File: src/rtl/ps2_pkg.sv
// ---------------------------------------------------------------------------
// ps2_pkg
// Shared PS/2 definitions for the host transmit path and its neighbours:
//   - ps2_tx_state_t : host-to-device transmitter state encoding
//   - CMD_*          : keyboard command bytes sent by the host
//   - RSP_*          : device response bytes
//   - BREAK/SPACE/ENTER : scan codes used by the receive/decode side
//   - odd_parity()   : parity bit for a PS/2 frame (odd parity over 8 bits)
// ---------------------------------------------------------------------------
package ps2_pkg;

  typedef enum logic [2:0] {
    IDLE      = 3'd0,
    INHIBIT   = 3'd1,
    RTS       = 3'd2,
    SEND      = 3'd3,
    ACK       = 3'd4,
    WAIT_IDLE = 3'd5
  } ps2_tx_state_t;

  // Host commands
  localparam logic [7:0] CMD_SET_LEDS = 8'hED;
  localparam logic [7:0] CMD_ECHO     = 8'hEE;
  localparam logic [7:0] CMD_RESET    = 8'hFF;

  // Device responses
  localparam logic [7:0] RSP_ACK      = 8'hFA;
  localparam logic [7:0] RSP_RESEND   = 8'hFE;

  // Scan codes
  localparam logic [7:0] BREAK        = 8'hF0;
  localparam logic [7:0] SPACE        = 8'h29;
  localparam logic [7:0] ENTER        = 8'h5A;

  // The parity bit makes the total count of ones over data+parity odd.
  function automatic logic odd_parity(input logic [7:0] data);
    return ~^data;
  endfunction

endpackage

File: src/rtl/ps2_host_tx_if.sv
// ---------------------------------------------------------------------------
// ps2_host_tx_if
// Command-side handshake between the keyboard command logic (master) and the
// PS/2 host transmitter (slave).
//   tx_data  : command byte, taken when tx_valid && tx_ready
//   tx_valid : request to send tx_data
//   tx_ready : transmitter idle and able to accept a byte
//   busy     : transmitter is working on a frame
//   done     : one-cycle pulse, frame acked by the device and lines idle
//   error    : one-cycle pulse, timeout or negative ack
// ---------------------------------------------------------------------------
interface ps2_host_tx_if;

  logic [7:0] tx_data;
  logic       tx_valid;
  logic       tx_ready;
  logic       busy;
  logic       done;
  logic       error;

  modport master (
    output tx_data,
    output tx_valid,
    input  tx_ready,
    input  busy,
    input  done,
    input  error
  );

  modport slave (
    input  tx_data,
    input  tx_valid,
    output tx_ready,
    output busy,
    output done,
    output error
  );

endinterface

File: src/rtl/ps2_sync_edge.sv
// ---------------------------------------------------------------------------
// ps2_sync_edge
// Two-flop synchroniser for an asynchronous PS/2 pad input plus a one-cycle
// falling-edge strobe on the synchronised level.
//   clk     : system clock
//   rst_n   : synchronous active-low reset
//   i_async : raw pad input
//   o_level : synchronised level (2 cycles of latency)
//   o_fall  : high for one cycle when o_level goes 1 -> 0
// All flops reset to RESET_VAL so an idle (pulled-up) line produces no
// spurious edge when reset is released.
// ---------------------------------------------------------------------------
module ps2_sync_edge #(
  parameter bit RESET_VAL = 1'b1
) (
  input  logic clk,
  input  logic rst_n,
  input  logic i_async,
  output logic o_level,
  output logic o_fall
);

  logic r_meta;
  logic r_sync;
  logic r_prev;

  always_ff @(posedge clk) begin
    if (!rst_n) begin
      r_meta <= RESET_VAL;
      r_sync <= RESET_VAL;
      r_prev <= RESET_VAL;
    end else begin
      r_meta <= i_async;
      r_sync <= r_meta;
      r_prev <= r_sync;
    end
  end

  assign o_level = r_sync;
  // Combinational from the synchronised pair so the consumer can register
  // its response on the very next edge.
  assign o_fall  = r_prev & ~r_sync;

endmodule

File: src/rtl/ps2_host_tx.sv
// ---------------------------------------------------------------------------
// ps2_host_tx
// Host-to-device PS/2 transmitter. Sends one command byte to the keyboard
// using inhibit (clock held low), request-to-send (data low = start bit),
// device-clocked shifting of 8 data bits + odd parity + stop, then samples
// the device ack bit and waits for both lines to return high.
//
// Ports:
//   clk         : system clock, rising edge
//   rst_n       : synchronous active-low reset
//   tx          : command handshake (tx_data/tx_valid in; tx_ready/busy/
//                 done/error out)
//   ps2_clk_i   : PS/2 clock pad input (asynchronous)
//   ps2_data_i  : PS/2 data pad input (asynchronous)
//   ps2_clk_oe  : 1 pulls the clock pad low, 0 releases it
//   ps2_data_oe : 1 pulls the data pad low, 0 releases it
// ---------------------------------------------------------------------------
module ps2_host_tx
  import ps2_pkg::*;
#(
  parameter int CLK_HZ     = 100_000_000,
  parameter int INHIBIT_US = 100,
  parameter int TIMEOUT_US = 15_000
) (
  input  logic          clk,
  input  logic          rst_n,
  ps2_host_tx_if.slave  tx,
  input  logic          ps2_clk_i,
  input  logic          ps2_data_i,
  output logic          ps2_clk_oe,
  output logic          ps2_data_oe
);

  localparam int INHIBIT_CYC = (CLK_HZ / 1_000_000) * INHIBIT_US;
  localparam int TIMEOUT_CYC = (CLK_HZ / 1_000_000) * TIMEOUT_US;
  localparam int INH_W       = $clog2(INHIBIT_CYC + 1);
  localparam int WDOG_W      = $clog2(TIMEOUT_CYC + 1);

  localparam logic [INH_W-1:0]  INH_LAST  = INH_W'(INHIBIT_CYC - 1);
  localparam logic [WDOG_W-1:0] WDOG_LAST = WDOG_W'(TIMEOUT_CYC - 1);

  // -------------------------------------------------------------------------
  // Pad conditioning
  // -------------------------------------------------------------------------
  logic w_clk_level;
  logic w_clk_fall;
  logic w_data_level;
  logic w_data_fall_unused;

  ps2_sync_edge #(.RESET_VAL(1'b1)) u_clk_sync (
    .clk     (clk),
    .rst_n   (rst_n),
    .i_async (ps2_clk_i),
    .o_level (w_clk_level),
    .o_fall  (w_clk_fall)
  );

  ps2_sync_edge #(.RESET_VAL(1'b1)) u_data_sync (
    .clk     (clk),
    .rst_n   (rst_n),
    .i_async (ps2_data_i),
    .o_level (w_data_level),
    .o_fall  (w_data_fall_unused)
  );

  // -------------------------------------------------------------------------
  // State and datapath registers
  // -------------------------------------------------------------------------
  ps2_tx_state_t     r_state;
  logic [8:0]        r_shift;      // {parity, data[7:0]}, shifted out LSB first
  logic [3:0]        r_bit_cnt;    // falls seen in SEND
  logic [INH_W-1:0]  r_inh_cnt;
  logic [WDOG_W-1:0] r_wdog_cnt;
  logic              r_clk_oe;
  logic              r_data_oe;
  logic              r_done;
  logic              r_error;

  ps2_tx_state_t     w_state_next;
  logic [8:0]        w_shift_next;
  logic [3:0]        w_bit_cnt_next;
  logic [INH_W-1:0]  w_inh_cnt_next;
  logic [WDOG_W-1:0] w_wdog_cnt_next;
  logic              w_clk_oe_next;
  logic              w_data_oe_next;
  logic              w_done_next;
  logic              w_error_next;
  logic              w_wdog_active;

  always_ff @(posedge clk) begin
    if (!rst_n) begin
      r_state    <= IDLE;
      r_shift    <= '0;
      r_bit_cnt  <= '0;
      r_inh_cnt  <= '0;
      r_wdog_cnt <= '0;
      r_clk_oe   <= 1'b0;
      r_data_oe  <= 1'b0;
      r_done     <= 1'b0;
      r_error    <= 1'b0;
    end else begin
      r_state    <= w_state_next;
      r_shift    <= w_shift_next;
      r_bit_cnt  <= w_bit_cnt_next;
      r_inh_cnt  <= w_inh_cnt_next;
      r_wdog_cnt <= w_wdog_cnt_next;
      r_clk_oe   <= w_clk_oe_next;
      r_data_oe  <= w_data_oe_next;
      r_done     <= w_done_next;
      r_error    <= w_error_next;
    end
  end

  // -------------------------------------------------------------------------
  // Next-state / output logic. The pad enables are registered, and their
  // next values are chosen together with the state transition so the pads
  // always reflect the state currently held in r_state.
  // -------------------------------------------------------------------------
  assign w_wdog_active = (r_state == SEND) || (r_state == ACK) || (r_state == WAIT_IDLE);

  always_comb begin
    w_state_next    = r_state;
    w_shift_next    = r_shift;
    w_bit_cnt_next  = r_bit_cnt;
    w_inh_cnt_next  = r_inh_cnt;
    w_wdog_cnt_next = r_wdog_cnt;
    w_clk_oe_next   = r_clk_oe;
    w_data_oe_next  = r_data_oe;
    w_done_next     = 1'b0;
    w_error_next    = 1'b0;

    case (r_state)
      IDLE: begin
        w_clk_oe_next  = 1'b0;
        w_data_oe_next = 1'b0;
        if (tx.tx_valid) begin
          w_shift_next    = {odd_parity(tx.tx_data), tx.tx_data};
          w_bit_cnt_next  = '0;
          w_inh_cnt_next  = '0;
          w_wdog_cnt_next = '0;
          w_clk_oe_next   = 1'b1;
          w_state_next    = INHIBIT;
        end
      end

      INHIBIT: begin
        if (r_inh_cnt == INH_LAST) begin
          // Start bit: pull data low while the clock is still held.
          w_data_oe_next = 1'b1;
          w_state_next   = RTS;
        end else begin
          w_inh_cnt_next = r_inh_cnt + 1'b1;
        end
      end

      RTS: begin
        // Release the clock; data stays low until the device's first fall.
        w_clk_oe_next  = 1'b0;
        w_data_oe_next = 1'b1;
        w_state_next   = SEND;
      end

      SEND: begin
        if (w_clk_fall) begin
          w_bit_cnt_next = r_bit_cnt + 4'd1;
          if (r_bit_cnt == 4'd9) begin
            // Tenth fall: stop bit is a released (high) line.
            w_data_oe_next = 1'b0;
            w_state_next   = ACK;
          end else begin
            // Open-drain: a 1 bit releases the line, a 0 bit pulls it low.
            w_data_oe_next = ~r_shift[0];
            w_shift_next   = {1'b0, r_shift[8:1]};
          end
        end
      end

      ACK: begin
        if (w_clk_fall) begin
          if (w_data_level) begin
            w_error_next   = 1'b1;
            w_clk_oe_next  = 1'b0;
            w_data_oe_next = 1'b0;
            w_state_next   = IDLE;
          end else begin
            w_state_next = WAIT_IDLE;
          end
        end
      end

      WAIT_IDLE: begin
        if (w_clk_level && w_data_level) begin
          w_done_next  = 1'b1;
          w_state_next = IDLE;
        end
      end

      default: begin
        w_clk_oe_next  = 1'b0;
        w_data_oe_next = 1'b0;
        w_state_next   = IDLE;
      end
    endcase

    // Watchdog for device clock activity. Every fall reloads it; expiry
    // aborts the frame and takes priority over a same-cycle done.
    if (w_wdog_active) begin
      if (w_clk_fall) begin
        w_wdog_cnt_next = '0;
      end else if (r_wdog_cnt == WDOG_LAST) begin
        w_wdog_cnt_next = '0;
        w_done_next     = 1'b0;
        w_error_next    = 1'b1;
        w_clk_oe_next   = 1'b0;
        w_data_oe_next  = 1'b0;
        w_state_next    = IDLE;
      end else begin
        w_wdog_cnt_next = r_wdog_cnt + 1'b1;
      end
    end
  end

  // -------------------------------------------------------------------------
  // Outputs
  // -------------------------------------------------------------------------
  assign ps2_clk_oe  = r_clk_oe;
  assign ps2_data_oe = r_data_oe;
  assign tx.tx_ready = (r_state == IDLE);
  assign tx.busy     = (r_state != IDLE);
  assign tx.done     = r_done;
  assign tx.error    = r_error;

endmodule

File: src/flat_wrapper.sv
// flat-port wrapper written by rule: the top's interface ports become plain ports
module ps2_host_tx_flat import ps2_pkg::*;
#(
  parameter int CLK_HZ     = 100_000_000,
  parameter int INHIBIT_US = 100,
  parameter int TIMEOUT_US = 15_000
)
  (clk, rst_n, ps2_clk_i, ps2_data_i, ps2_clk_oe, ps2_data_oe, tx_tx_data, tx_tx_valid, tx_tx_ready, tx_busy, tx_done, tx_error);
  ps2_host_tx_if tx_i ();
  input  logic clk;
  input  logic rst_n;
  input  logic ps2_clk_i;
  input  logic ps2_data_i;
  output logic ps2_clk_oe;
  output logic ps2_data_oe;
  input wire logic [$bits(tx_i.tx_data)-1:0] tx_tx_data;
  input wire logic [$bits(tx_i.tx_valid)-1:0] tx_tx_valid;
  output wire logic [$bits(tx_i.tx_ready)-1:0] tx_tx_ready;
  output wire logic [$bits(tx_i.busy)-1:0] tx_busy;
  output wire logic [$bits(tx_i.done)-1:0] tx_done;
  output wire logic [$bits(tx_i.error)-1:0] tx_error;
  assign tx_i.tx_data = tx_tx_data;
  assign tx_i.tx_valid = tx_tx_valid;
  assign tx_tx_ready = tx_i.tx_ready;
  assign tx_busy = tx_i.busy;
  assign tx_done = tx_i.done;
  assign tx_error = tx_i.error;
  ps2_host_tx #(.CLK_HZ(CLK_HZ), .INHIBIT_US(INHIBIT_US), .TIMEOUT_US(TIMEOUT_US)) u_core (.clk(clk), .rst_n(rst_n), .tx(tx_i), .ps2_clk_i(ps2_clk_i), .ps2_data_i(ps2_data_i), .ps2_clk_oe(ps2_clk_oe), .ps2_data_oe(ps2_data_oe));
endmodule
File: config.mk
export PLATFORM = sky130hd
export DESIGN_NAME = ps2_host_tx_flat
export DESIGN_NICKNAME = d
export VERILOG_FILES = /design/src/rtl/ps2_pkg.sv /design/src/rtl/ps2_host_tx_if.sv /design/src/rtl/ps2_sync_edge.sv /design/src/rtl/ps2_host_tx.sv /design/src/flat_wrapper.sv
export SDC_FILE = /design/constraint.sdc
export NUM_CORES = 1
export LEC_CHECK = 0
export CAP_MARGIN = 15
export CORE_ASPECT_RATIO = 0.8
export CORE_MARGIN = 4
export CORE_UTILIZATION = 45
export DETAILED_ROUTE_END_ITERATION = 12
export PLACE_DENSITY = 0.66
export SYNTH_ARGS = -nofsm -noshare
export SYNTH_HDL_FRONTEND = slang
export SYNTH_SLANG_ARGS = --single-unit
File: constraint.sdc
create_clock -name clk -period 1.8 [get_ports clk]
set_input_delay 0.36 -clock clk [delete_from_list [all_inputs] [get_ports clk]]
set_output_delay 0.36 -clock clk [all_outputs]
set_load 0.02 [all_outputs]
==> run_results.csv <==
group,metric,value,unit
sta,fin_ws,-102,ps
sta,period_needed,1900,ps
route,vias,3177,
grt,grt_pass1_wl,13.3,mm
outcome,status,"finished, violations left",
route,drc,0,
yosys,syn_avg_cell_area,8.19,um^2
sta,drv_slew,0,
cts,root_buffer,"clkbuf_8",
power_and_ir_drop,finalPower,2.90,mW
final_layout,drive_above_1_share,32.6,%
sta,tightest_slew,512,ps
yosys,ys_seq_elements,60,
yosys,synthFlopType,"dfxtp_1",
cts,numCtsBuffers,9,
floorplan,io_pins,19,
final_layout,final_nets,493,
grt,antenna_found_initial,0,
grt,grt-ovfl-total,0,
critical_path,arrival,2170,ps
sta,hold_viol,0,
yosys,synth_area_leaders,"dfxtp_1 (39%), nand2_1 (5.6%), a21oi_1 (4.7%)",
placement,dpl_cell_area,3890,um^2
yosys,synth_top_area_cell,"dfxtp_1",
route,drt-pass1-iter-count,5,
grt,grt_max_degree,17,
yosys,synth_fp_nets,398,
final_layout,final_cell_mix,"buf_4 (68), dfxtp_1 (51), nand2_1 (45)",
final_layout,utilization,68.0,%
sta,fin_setup_tns,-501,ps
critical_path,worst_ep_required_time,2070,ps
yosys,synthArstFlopShare,0,%
cts,htreeDepth,3,
placement,io_buffers,18,
floorplan,initial_utilization,47.6,%
sta,skew,6.36,ps
power_and_ir_drop,powerDensity,652,nW/um^2
final_layout,final_common_cell,"buf_4",
yosys,synth_top_area_share,38.6,%
yosys,netlist_area,3110,um^2
floorplan,dieHeight,82.4,um
cts,cts_tree,"done",
final_layout,final_cell_count_no_fill,563,
route,ant_nets,0,
placement,place_inst,536,
sta,rsz0062_at_grt,"true",
route,via_per_inst,5.64,
critical_path,startpoint_type,"flip-flop",
cts,clk_pin_slew,70,ps
cts,clock-sinks,60,
placement,dp.final_hpwl,5.78,mm
floorplan,die_area,8310,um^2
cts,clock_path_buffers,2,
yosys,ys_seq_area_share,38.6,%
critical_path,end_kind,"flip-flop",
route,wl_per_cell,15.4,um
worst_hold_path,hold_class,"reg -> reg",
grt,grt_usage,20.3,%
final_layout,diodes,0,
yosys,yosysUniqueCellTypes,59,
route,first_iter_violations,212,
grt,grt_pass1_vias,2856,
sta,setup_viol,15,
yosys,synth_edf_count,0,
route,drt_wl_total,8.70,mm
outcome,violations,"negative setup slack",
yosys,ys_warn_count,0,
floorplan,num_rows,26,
cts,clk_latency,340,ps
final_layout,syn2layout_area_growth,43.0,%
final_layout,final_area,4450,um^2
job,maxCapViolations,0,
sta,slew_headroom,65.8,%
power_and_ir_drop,p_leak,1.58,nW
sta,fmaxAchievable,0.526,GHz
sta,fin_crit_sh,106,%
placement,place_congestion,0.834,
critical_path,critical_path_class,"reg -> reg",
floorplan,fp.coreArea,6540,um^2
yosys,syn_inst,380,
floorplan,die_w,101,um
critical_path,crit_path_max_fanout,5,
power_and_ir_drop,peakVddDrop,0.492,mV
==> metrics by stage <==
step           hold slack (ps)  setup slack (ps)
2_1_floorplan              386             0.767
3_3_place_gp               392              -301
3_5_place_dp               393              -335
4_1_cts                    410             -87.7
5_1_grt                    429              -168
6_report                   409              -102
==> sequential cells by signal, indices dropped and copies added, names as in the netlist, 3 cells and up <==
name               cells
u_core.r_bit_cnt       4
u_core.r_inh_cnt      14
u_core.r_shift         9
u_core.r_state         3
u_core.r_wdog_cnt     21
==> final timing paths <==
check             slack (ps)                         to                      from  depth (start not counted)
setup / recovery        -100      u_core.r_wdog_cnt[19]      u_core.r_wdog_cnt[0]                          8
hold / removal           410  u_core.u_clk_sync.o_level  u_core.u_clk_sync.r_meta                          1
hold reg to reg          410  u_core.u_clk_sync.o_level  u_core.u_clk_sync.r_meta                          1
setup reg to reg        -100      u_core.r_wdog_cnt[19]      u_core.r_wdog_cnt[0]                          8
==> synthesized netlist by cell type (all sizes together) (9+ instances only) <==
| cell | n |
|---|---|
| a21oi | 30 |
| a311oi | 9 |
| a31oi | 9 |
| dfxtp | 60 |
| inv | 12 |
| nand2 | 47 |
| nand3 | 18 |
| nand4 | 10 |
| nor2 | 37 |
| o21ai | 17 |
| or3 | 14 |
| xnor2 | 14 |
==> final cells by class <==
cell class,instances,area (um^2)
multi-input combinational,293,2010
clock buffer,11,141
inverter,12,45.0
tap,84,105
sequential,60,1220
timing repair buffer,99,881
fill,524,2090
clock inverter,4,50.0
==> report_power, final <==
part           internal, mW  leakage, nW  switching (mW)
combinational         0.159        0.992           0.164
sequential             1.36        0.492          0.0223
clock                 0.667       0.0914           0.531
==> timing repair <==
item,CTS,global route
pin swaps,9,27
hold buffers,0,0
endpoints found under the setup margin,43,44
hold endpoints to repair,0,0
gates resized for setup,21,55
buffers inserted,3,6
gates cloned,1,2
==> routing by layer <==
metal / routed length [um] / track usage [%] / up-vias
met5: 0 / 0 / -
met4: 126 / 6.51 / 0
met3: 478 / 6.38 / 12
met2: 3860 / 29.0 / 87
met1: 4240 / 28.8 / 1507
li1: - / - / 1571
==> cell families (layout without fill, tap and decap cells) <==
| group | count (synthesis) | count (layout) | synth area share, % |
|---|---|---|---|
| muxes | 1 | 1 | 0.322 |
| DFF | 60 | 60 | 38.6 |
| AOI/OAI and AO/OA | 85 | 86 | 17.5 |
| xor gates and xnor gates | 20 | 20 | 5.63 |
| and+or+nand+nor | 181 | 181 | 32.0 |
| adders and majority gates | 5 | 5 | 2.01 |
| buffers and inverters | 28 | 126 | 3.90 |
==> critical path: stages (launching register included) <==
cell     delay, ps
dfxtp_2        320
ha_2           180
nand4_1        110
buf_6          150
nor4_4          50
buf_6          140
a21o_4         230
or4_1          480
a31oi_1        170
(Power assumes the default switching activity.)
